**config.mk**
```make
export PLATFORM = sky130hd
export DESIGN_NAME = i2c_codec_target
export DESIGN_NICKNAME = d
export VERILOG_FILES = /design/src/rtl/i2c_pkg.sv /design/src/rtl/i2c_line_sync.sv /design/src/rtl/i2c_codec_target.sv
export SDC_FILE = /design/constraint.sdc
export NUM_CORES = 1
export LEC_CHECK = 0
export BUFFER_PORTS_ARGS = -buffer_cell sky130_fd_sc_hd__buf_4
export CORE_MARGIN = 2
export CORE_UTILIZATION = 35
export DETAILED_ROUTE_END_ITERATION = 8
export PLACE_DENSITY = 0.58
export SLEW_MARGIN = 10
export SYNTH_ARGS = -nofsm -noshare
export SYNTH_HDL_FRONTEND = slang
export SYNTH_HIERARCHICAL = 1
export SYNTH_SLANG_ARGS = --single-unit
```
**constraint.sdc**
```tcl
create_clock -name clk -period 4.8 [get_ports clk]
set_clock_uncertainty 0.05 [all_clocks]
set_input_delay 0.48 -clock clk [delete_from_list [all_inputs] [get_ports clk]]
set_output_delay 0.48 -clock clk [all_outputs]
set_load 0.03 [all_outputs]
```
**src/rtl/i2c_pkg.sv**
```systemverilog
// Shared types and constants for the I2C codec-control target.
// State encoding covers the optional read path (I2C_TARGET_READ_EN) as well.
package i2c_pkg;

  typedef enum logic [3:0] {
    ST_IDLE,
    ST_ADDR,
    ST_ADDR_ACK,
    ST_BYTE0,
    ST_ACK0,
    ST_BYTE1,
    ST_ACK1,
    ST_EXTRA,
    ST_IGNORE,
    ST_READ_TX,
    ST_READ_ACK
  } state_t;

  localparam logic [6:0] CODEC_RESET_REG  = 7'h0F;
  localparam logic [6:0] DEFAULT_DEV_ADDR = 7'h1a;
  localparam logic       ACK              = 1'b0;
  localparam logic       NACK             = 1'b1;

endpackage

```
**src/rtl/i2c_line_sync.sv**
```systemverilog
// Synchronizes the asynchronous SCL/SDA levels and derives edge, START and STOP pulses.
// A START/STOP is only reported while SCL is stable high across both compared samples.
module i2c_line_sync #(
  parameter int SYNC_STAGES = 2
) (
  input  logic clk,
  input  logic reset,
  input  logic scl_in,
  input  logic sda_in,
  output logic sda,
  output logic scl_rise,
  output logic scl_fall,
  output logic start,
  output logic stop
);

  logic [SYNC_STAGES:0] scl_pipe;
  logic [SYNC_STAGES:0] sda_pipe;
  logic scl_cur, scl_prev, sda_cur, sda_prev, scl_high;

  // Idle bus is high, so resetting to 1 avoids phantom edges.
  always_ff @(posedge clk) begin
    if (reset) begin
      scl_pipe <= '1;
      sda_pipe <= '1;
    end else begin
      scl_pipe <= {scl_pipe[SYNC_STAGES-1:0], scl_in};
      sda_pipe <= {sda_pipe[SYNC_STAGES-1:0], sda_in};
    end
  end

  assign scl_cur  = scl_pipe[SYNC_STAGES-1];
  assign scl_prev = scl_pipe[SYNC_STAGES];
  assign sda_cur  = sda_pipe[SYNC_STAGES-1];
  assign sda_prev = sda_pipe[SYNC_STAGES];
  assign scl_high = scl_cur & scl_prev;

  assign sda      = sda_cur;
  assign scl_rise = scl_cur & ~scl_prev;
  assign scl_fall = ~scl_cur & scl_prev;
  assign start    = scl_high & sda_prev & ~sda_cur;
  assign stop     = scl_high & ~sda_prev & sda_cur;

endmodule

```
**src/rtl/i2c_codec_target.sv**
```systemverilog
// I2C target standing in for the codec control port: 3-byte writes into a 9-bit register file.
// Define I2C_TARGET_READ_EN to answer reads of the last addressed register.
module i2c_codec_target
  import i2c_pkg::*;
#(
  parameter logic [6:0] DEV_ADDR    = DEFAULT_DEV_ADDR,
  parameter int         NUM_REGS    = 16,
  parameter int         SYNC_STAGES = 2
) (
  input  logic       clk,
  input  logic       reset,
  input  logic       scl_in,
  input  logic       sda_in,
  output logic       sda_oe,
  output logic       wr_valid,
  output logic [6:0] wr_reg,
  output logic [8:0] wr_data,
  input  logic [3:0] rd_idx,
  output logic [8:0] rd_data,
  output logic       busy
);

  state_t     state, next_state;
  logic       sda_s, scl_rise, scl_fall, start_det, stop_det;
  logic [3:0] bit_cnt;
  logic [7:0] shreg;
  logic [6:0] word_reg;
  logic       word_d8;
  logic [8:0] regs [NUM_REGS];
  logic       shift_en, cnt_inc, cnt_clr, latch_b0, commit;
  logic       byte_done, addr_match, resp_bit;

`ifdef I2C_TARGET_READ_EN
  logic [7:0] tx_byte;
  logic       tx_second, master_ack, load_tx, tx_shift, sample_mack;
  logic [6:0] last_reg;
  logic [8:0] last_data;
`endif

  i2c_line_sync #(.SYNC_STAGES(SYNC_STAGES)) u_line_sync (
    .clk      (clk),
    .reset    (reset),
    .scl_in   (scl_in),
    .sda_in   (sda_in),
    .sda      (sda_s),
    .scl_rise (scl_rise),
    .scl_fall (scl_fall),
    .start    (start_det),
    .stop     (stop_det)
  );

  assign byte_done  = scl_fall && (bit_cnt == 4'd8);
  assign addr_match = (shreg[7:1] == DEV_ADDR);
  assign busy       = (state != ST_IDLE);

  always_ff @(posedge clk) begin
    if (reset) state <= ST_IDLE;
    else       state <= next_state;
  end

  always_comb begin
    next_state = state;
    shift_en   = 1'b0;
    cnt_inc    = 1'b0;
    cnt_clr    = 1'b0;
    latch_b0   = 1'b0;
    commit     = 1'b0;
`ifdef I2C_TARGET_READ_EN
    load_tx     = 1'b0;
    tx_shift    = 1'b0;
    sample_mack = 1'b0;
`endif
    if (stop_det) begin
      next_state = ST_IDLE;
      cnt_clr    = 1'b1;
    end else if (start_det) begin
      next_state = ST_ADDR;
      cnt_clr    = 1'b1;
    end else begin
      case (state)
        ST_ADDR, ST_BYTE0, ST_BYTE1: begin
          if (scl_rise && bit_cnt != 4'd8) shift_en = 1'b1;
          if (byte_done) begin
            if (state == ST_BYTE0) begin
              next_state = ST_ACK0;
              latch_b0   = 1'b1;
            end else if (state == ST_BYTE1) begin
              next_state = ST_ACK1;
            end else if (addr_match && shreg[0] == 1'b0) begin
              next_state = ST_ADDR_ACK;
`ifdef I2C_TARGET_READ_EN
            end else if (addr_match) begin
              next_state = ST_ADDR_ACK;
`endif
            end else begin
              next_state = ST_IGNORE;
            end
          end
        end
        ST_ADDR_ACK: if (scl_fall) begin
          cnt_clr = 1'b1;
`ifdef I2C_TARGET_READ_EN
          if (shreg[0]) begin
            next_state = ST_READ_TX;
            load_tx    = 1'b1;
          end else begin
            next_state = ST_BYTE0;
          end
`else
          next_state = ST_BYTE0;
`endif
        end
        ST_ACK0: if (scl_fall) begin
          next_state = ST_BYTE1;
          cnt_clr    = 1'b1;
        end
        ST_ACK1: if (scl_fall) begin
          next_state = ST_EXTRA;
          cnt_clr    = 1'b1;
          commit     = 1'b1;
        end
        // Extra bytes are counted only to stay aligned; the 9th clock is left un-ACKed.
        ST_EXTRA: if (scl_rise) begin
          if (bit_cnt == 4'd8) cnt_clr = 1'b1;
          else                 cnt_inc = 1'b1;
        end
`ifdef I2C_TARGET_READ_EN
        ST_READ_TX: begin
          if (scl_rise && bit_cnt != 4'd8) cnt_inc = 1'b1;
          if (scl_fall) begin
            if (bit_cnt == 4'd8) next_state = ST_READ_ACK;
            else                 tx_shift   = 1'b1;
          end
        end
        ST_READ_ACK: begin
          if (scl_rise) sample_mack = 1'b1;
          if (scl_fall) begin
            if (master_ack == ACK && !tx_second) begin
              next_state = ST_READ_TX;
              load_tx    = 1'b1;
              cnt_clr    = 1'b1;
            end else begin
              next_state = ST_IGNORE;
            end
          end
        end
`endif
        default: ;
      endcase
    end
  end

  // resp_bit is the level the target wants on SDA; open-drain can only pull it low.
  always_comb begin
    resp_bit = NACK;
    if (state inside {ST_ADDR_ACK, ST_ACK0, ST_ACK1}) resp_bit = ACK;
`ifdef I2C_TARGET_READ_EN
    if (state == ST_READ_TX) resp_bit = tx_byte[7];
`endif
  end

  assign sda_oe = (resp_bit == ACK);

  always_ff @(posedge clk) begin
    if (reset) begin
      bit_cnt  <= '0;
      shreg    <= '0;
      word_reg <= '0;
      word_d8  <= 1'b0;
      wr_valid <= 1'b0;
      wr_reg   <= '0;
      wr_data  <= '0;
      for (int i = 0; i < NUM_REGS; i++) regs[i] <= '0;
    end else begin
      wr_valid <= 1'b0;
      if (cnt_clr)                  bit_cnt <= '0;
      else if (shift_en || cnt_inc) bit_cnt <= bit_cnt + 4'd1;
      if (shift_en) shreg <= {shreg[6:0], sda_s};
      if (latch_b0) {word_reg, word_d8} <= shreg;
      if (commit) begin
        wr_valid <= 1'b1;
        wr_reg   <= word_reg;
        wr_data  <= {word_d8, shreg};
        if (word_reg == CODEC_RESET_REG) begin
          for (int i = 0; i < NUM_REGS; i++) regs[i] <= '0;
        end else begin
          for (int i = 0; i < NUM_REGS; i++)
            if (32'(word_reg) == i) regs[i] <= {word_d8, shreg};
        end
      end
    end
  end

  always_comb begin
    rd_data = '0;
    for (int i = 0; i < NUM_REGS; i++)
      if (32'(rd_idx) == i) rd_data = regs[i];
  end

`ifdef I2C_TARGET_READ_EN
  always_comb begin
    last_data = '0;
    for (int i = 0; i < NUM_REGS; i++)
      if (32'(last_reg) == i) last_data = regs[i];
  end

  // First read byte carries d[8] in its LSB, second byte carries d[7:0].
  always_ff @(posedge clk) begin
    if (reset) begin
      tx_byte    <= '0;
      tx_second  <= 1'b0;
      master_ack <= NACK;
      last_reg   <= '0;
    end else begin
      if (latch_b0)    last_reg   <= shreg[7:1];
      if (sample_mack) master_ack <= sda_s;
      if (load_tx) begin
        if (state == ST_ADDR_ACK) begin
          tx_byte   <= {7'b0, last_data[8]};
          tx_second <= 1'b0;
        end else begin
          tx_byte   <= last_data[7:0];
          tx_second <= 1'b1;
        end
      end else if (tx_shift) begin
        tx_byte <= {tx_byte[6:0], 1'b0};
      end
    end
  end
`endif

endmodule

```
# ---- Word-level counts from Yosys, hierarchy flattened
# Memories as Yosys holds them, arrays and structs flattened.
# Index checks and enable logic that the tools add are counted.
dict set report op_classes {
  add_sub_neg 1
  eq_ne 48
  n_mux 161
  bitwise_logic 43
  reduce_logical 17
}
# operator n
set op_table {}
lappend op_table {{$mux W9} 47}
lappend op_table {{$mux W1} 105}
lappend op_table {{$eq A7 B4 Y1 const B} 8}
lappend op_table {{$eq A4 B4 Y1 const B} 9}
lappend op_table {{$eq A4 B3 Y1 const B} 8}
lappend op_table {{$or A1 B1 Y1} 31}
lappend op_table {{$eq A7 B3 Y1 const B} 4}
lappend op_table {{$mux W4} 7}
lappend op_table {{$eq A4 B2 Y1 const B} 4}
lappend op_table {{$pmux W4 S4} 1}
lappend op_table {{$eq A7 B2 Y1 const B} 2}
lappend op_table {{$ne A3 B3 Y1 const B} 4}
lappend op_table {{$reduce_and A5 Y1} 2}
lappend op_table {{$reduce_or A3 Y1} 3}
lappend op_table {{$eq A4 B1 Y1 const B} 2}
lappend op_table {{$ne A2 B2 Y1 const B} 4}
lappend op_table {{$reduce_bool A4 Y1} 2}
lappend op_table {{$and A1 B1 Y1} 7}
lappend op_table {{$eq A7 B1 Y1 const B} 1}
lappend op_table {{$eq A7 B5 Y1 const B} 1}
lappend op_table {{$logic_not A7 Y1} 1}
lappend op_table {{$not A1 Y1} 5}
lappend op_table {{$reduce_bool A5 Y1} 1}
lappend op_table {{$add A4 B1 Y4 const B} 1}
lappend op_table {{other kinds (7)} 10}
dict set report word_totals {
  regBits 47
  ram_bits 144
  input_bits 8
  output_inout_bits 28
  mem_count 1
}
# memory depth word_bits rd rd_clocked_by_memory_dff write_ports line_no
set mem_list {}
lappend mem_list {regs 16 9 16 0 16 i2c_codec_target.sv:29} ;# logic [8:0] regs [NUM_REGS];

# ---- Depth between registers and ports, before layout
dict set report logic_depth {
  depth_word 17
  ltp_mapped 9
  depth_no_buf 7
}

# ---- Hierarchy
# Netlist, hierarchy kept.
# mod n_inst cells_per_inst area_each_um2
set modules_own_cells {}
lappend modules_own_cells {i2c_codec_target 1 761 8256.7}
lappend modules_own_cells {i2c_line_sync 1 16 190.2}

# ---- Least setup slack after synthesis
# No wires, ideal clock.
dict set report synth_timing {
  path_type {input -> output}
  from {input rd_idx[1]}
  to {output rd_data[8]}
  t_arrival_ns 2.521
  t_required_ns 4.270
  slack_ns 1.749
  stages 6
  n_path_buf 2
  cell_sequence {clkbuf_1 -> clkbuf_1 -> o21ai_0 -> a21oi_1 -> a2111oi_0 -> o311ai_0}
}
dict set report synth_between {
  elab_chain_len 17
}
# element line_no
set synth_lines {}
lappend synth_lines {{start, declared} i2c_codec_target.sv:18} ;# input logic [3:0] rd_idx,
lappend synth_lines {{$logic_not A4 Y1} i2c_codec_target.sv:197} ;# if (32'(rd_idx) == i) rd_data = regs[i];
lappend synth_lines {{$mux W9 (15 in series)} i2c_codec_target.sv:197}
lappend synth_lines {{$mux W9 *} i2c_codec_target.sv:197}
lappend synth_lines {{end, declared} i2c_codec_target.sv:19} ;# output logic [8:0] rd_data,
# Every way passes the cells marked *; elsewhere a longest branch is shown, timed or not.

# ---- Worst setup path in the final report
dict set report layout_timing {
  from {input rd_idx[1]}
  to {output rd_data[4]}
}
# Same word-level chain as after synthesis.

==> impl_metrics.env <==
export IMPL_cts_buffers=17
export IMPL_timing_critical_path_mode_cell="sky130_fd_sc_hd__buf_4"
export IMPL_port_buffer_count=35
export IMPL_clock_period_minus_final_worst_setup_slack_ps=3345
export IMPL_cts_clk_slew_worst_paths_ps=70
export IMPL_place_detailed_instances=1081
export IMPL_cts_root_buffer="sky130_fd_sc_hd__clkbuf_16"
export IMPL_pwr_share_seq_pct=52.9
export IMPL_post_route_cells_drive_above_1_share_pct=12.47
export IMPL_min_path_cells=2
export IMPL_timing_reg2reg_setup_slack_ps=1620
export IMPL_cp_data_arrival_time_ps=2810
export IMPL_max_cap_violations=0
export IMPL_vdd_drop_max_mv=0.2382
export IMPL_worstHoldStart="sda_in"
export IMPL_multi_input_area_um2=3249
export IMPL_synth_main_ff_cell="sky130_fd_sc_hd__edfxtp_1"
export IMPL_synth_sequential_area_ratio_pct=58.07
export IMPL_worstReg2RegStart="u_line_sync/scl_pipe[1]"
export IMPL_run_status="complete, no violations"
export IMPL_timing_critical_path_required_ps=4270
export IMPL_cpLargestDelayFamily="simple AND/OR/NAND/NOR gates"
export IMPL_number_of_global_route_vias_before_repair=5661
export IMPL_cellLeakagePower_nw=3.378
export IMPL_share_of_the_synthesized_area_in_the_top_cell_type_pct=44.79
export IMPL_initial_core_util_pct=35.77
export IMPL_timing_critical_path_to_type="output port"
export IMPL_setup_violations_final=0
export IMPL_routed_wl_um=22570
export IMPL_die_height_um=159.4
export IMPL_globalRouteTotalUtil_pct=18.00
export IMPL_postSynthAreaPerCell_um2=10.87
export IMPL_async_s_r_ff_share_synth_pct=0
export IMPL_cts_path_max_buffers=2
export IMPL_dr_max_layer_used="met4"
export IMPL_routed_wl_per_cell_um=20.27
export IMPL_syn_num_nets=787
export IMPL_final_instance_count_excl_fill=1113
export IMPL_post_cts_resize_count=0
export IMPL_drt_iter0_drc=556
export IMPL_detail_route_vias_per_cell=5.326
export IMPL_grt_start_max_net_pins=57
export IMPL_cellInternalPower_mw=2.455
export IMPL_crit_slowest_cell="sky130_fd_sc_hd__nor2b_1"
export IMPL_placementRows=56
export IMPL_cts_sink_count=182
export IMPL_clock_tree_from_tritoncts="built"
export IMPL_type_of_the_tightest_min_delay_check="in2reg"
export IMPL_syn_inst=777
export IMPL_first_pass_grt_wire_length_um=34660
export IMPL_layout_filler_cells=2285
export IMPL_post_route_cell_area_um2=9455
export IMPL_synth_cell_area_um2=8447
export IMPL_clock_fmax_ghz=0.2990
export IMPL_met2_length_um=10100
export IMPL_synth_edf_count=126
export IMPL_combinationalPowerShare_pct=6.1
export IMPL_drc=0
export IMPL_setup_slack_ps=1455
export IMPL_power_switching_share_pct=24.84
export IMPL_final_period_utilization_pct=69.68
export IMPL_synthesis_yosys_warnings=6
export IMPL_clock_power_share_pct=41.0
export IMPL_largest_register_ff_count=135
export IMPL_synth_cell_type_count=63
export IMPL_dp_final_hpwl_um=15260
export IMPL_io_pins=36
export IMPL_top_register="regs"
export IMPL_path_class="in2out"
export IMPL_sequential_cell_area_um2=4905
export IMPL_path_cells="buf_4 -> nor2b_1 -> a22oi_1 -> o221ai_1 -> a221o_1 -> buf_4"
export IMPL_yosys_top_cells_area="sky130_fd_sc_hd__edfxtp_1 45%, sky130_fd_sc_hd__dfxtp_1 13%, sky130_fd_sc_hd__and2_1 4.8%, sky130_fd_sc_hd__nand2_1 4.0%, sky130_fd_sc_hd__nor2_1 3.4%"
export IMPL_routed_wl_met3_um=1696
export IMPL_insertion_delay_to_the_later_sink_of_the_worst_skew_pair_ps=440
export IMPL_chipWidth_um=159.4
export IMPL_fp_dieArea_um2=25390
export IMPL_pwr_density_cell_nw_per_um2=345.5
export IMPL_maxSlewHeadroom_pct=17.08
export IMPL_detailedPlace_worstSlack_ps=1488
export IMPL_finalWeightedCongestion=0.8719
export IMPL_whs_endpoint="u_line_sync/sda_pipe[0]"
export IMPL_finalHoldViolCount=0
export IMPL_overflow=0
export IMPL_worst_slew_pin_transition_ps=1241
export IMPL_hold_worst_slack_ps=169.4
export IMPL_grt_setup_unrepaired="no"
export IMPL_final_setup_tns_ps=0
export IMPL_antennaDiodeCount=0
export IMPL_routedLengthMet1_um=10290
export IMPL_synth_seq_cells=182
export IMPL_design_power_total_mw=3.267
export IMPL_area_growth_synth_to_final_pct=11.94
export IMPL_post_cts_buffers=0
export IMPL_finalCoreUtilization_pct=40.04
export IMPL_timing_critical_path_buf_inv=2
export IMPL_critPathMaxFanout=44
export IMPL_cts_max_level=4
export IMPL_timing_max_transition_violations_final=0
export IMPL_setup_worst_path_start_class="input pin"
export IMPL_netSwitchingPower_mw=0.8116
export IMPL_drt_first_pass_iters=5
export IMPL_rr_endpoint="regs[1][58]"
export IMPL_yosys_area_top_type="sky130_fd_sc_hd__edfxtp_1"
export IMPL_antenna_found_initial=0
export IMPL_route_vias_total=5928
export IMPL_biggestRegsByFlops="regs x135, wr_data x9, shreg x8"
export IMPL_post_cts_hold_buffer_count=0
export IMPL_final_net_count=791
export IMPL_place_area_um2=8895
export IMPL_ant_nets=0
export IMPL_r2r_depth=6
export IMPL_core_region_area_um2=23610
export IMPL_slowest_delay_ps=1040
==> cells in the mapped netlist, types with 5 or more instances <==
cell type                  count
sky130_fd_sc_hd__inv_1         7
sky130_fd_sc_hd__a21oi_1      54
sky130_fd_sc_hd__and2_1       65
sky130_fd_sc_hd__a22o_1        7
sky130_fd_sc_hd__o211ai_1      5
sky130_fd_sc_hd__o21ai_0      27
sky130_fd_sc_hd__or2_1         6
sky130_fd_sc_hd__and3_1       22
sky130_fd_sc_hd__nand2b_1     20
sky130_fd_sc_hd__or3_1         6
sky130_fd_sc_hd__nor3_1       12
sky130_fd_sc_hd__nor2_1       76
sky130_fd_sc_hd__buf_2        18
sky130_fd_sc_hd__dfxtp_1      56
sky130_fd_sc_hd__a22oi_1       7
sky130_fd_sc_hd__clkbuf_1     34
sky130_fd_sc_hd__mux2i_1      27
sky130_fd_sc_hd__a221o_1       5
sky130_fd_sc_hd__nor2b_1       8
sky130_fd_sc_hd__nand3_1      14
sky130_fd_sc_hd__edfxtp_1    126
sky130_fd_sc_hd__a31oi_1       6
sky130_fd_sc_hd__mux2_2        5
sky130_fd_sc_hd__nand2_1      90
==> kinds of logic after synthesis <==
logic type      after synthesis  synth area share (%)
compound gates              142                 10.75
buf+inv                      64                 3.466
xor+xnor                      3                0.3111
simple gates                348                 22.17
flops                       182                 58.07
mux                          36                 4.933
fa+ha+maj                     2                0.2962
==> layer usage <==
layer / GRT usage, % / vias to the layer above
met1: 25.93 / 2880
met4: 6.694 / 0
met2: 26.66 / 218
li1: - / 2804
met5: 0 / -
met3: 3.829 / 26
==> power groups by stage <==
stage | Combinational (mW) | Sequential, mW | Clock [mW]
CTS | 0.199 | 1.73 | 1.36
detailed placement | 0.198 | 1.76 | 0
global route | 0.214 | 1.73 | 1.43
finish | 0.199 | 1.73 | 1.34
floorplan | 0.136 | 1.75 | 0
global placement | 0.198 | 1.76 | 0
==> worst max-delay path by stage <==
stage          slack [ps]  depth (start not counted)          to  startpoint
3_3_place_gp         1440                          6  rd_data[4]   rd_idx[1]
6_report             1460                          6  rd_data[4]   rd_idx[1]
4_1_cts              1490                          6  rd_data[4]   rd_idx[1]
5_1_grt              1300                          7  rd_data[2]   rd_idx[1]
2_1_floorplan        1750                          6  rd_data[8]   rd_idx[1]
3_5_place_dp         1490                          6  rd_data[4]   rd_idx[1]
==> cell usage in the layout, fill, tap and decap left out, types with 8 or more instances in the layout <==
cell / netlist / routed
sky130_fd_sc_hd__clkbuf_16: 0 / 17
sky130_fd_sc_hd__buf_4: 2 / 42
sky130_fd_sc_hd__edfxtp_1: 126 / 126
sky130_fd_sc_hd__dfxtp_1: 56 / 56
sky130_fd_sc_hd__and3_1: 22 / 22
sky130_fd_sc_hd__nand2b_1: 20 / 20
sky130_fd_sc_hd__mux2i_1: 27 / 27
sky130_fd_sc_hd__and2_1: 65 / 65
sky130_fd_sc_hd__nand2_1: 90 / 90
sky130_fd_sc_hd__nand3_1: 14 / 14
sky130_fd_sc_hd__a21oi_1: 54 / 54
sky130_fd_sc_hd__nor2_1: 76 / 76
sky130_fd_sc_hd__nor3_1: 12 / 12
sky130_fd_sc_hd__nor2b_1: 8 / 8
sky130_fd_sc_hd__o21ai_0: 27 / 27
==> layout make-up <==
type	count	share of cell area, %
flip-flops and latches	182	51.87
multi-input cells	531	34.37
clock buffers	17	4.499
well taps	319	4.221
repair buffers	42	3.335
clock inverters	15	1.429
inverters	7	0.2779
No activity file was read; power rests on OpenSTA's default activity.
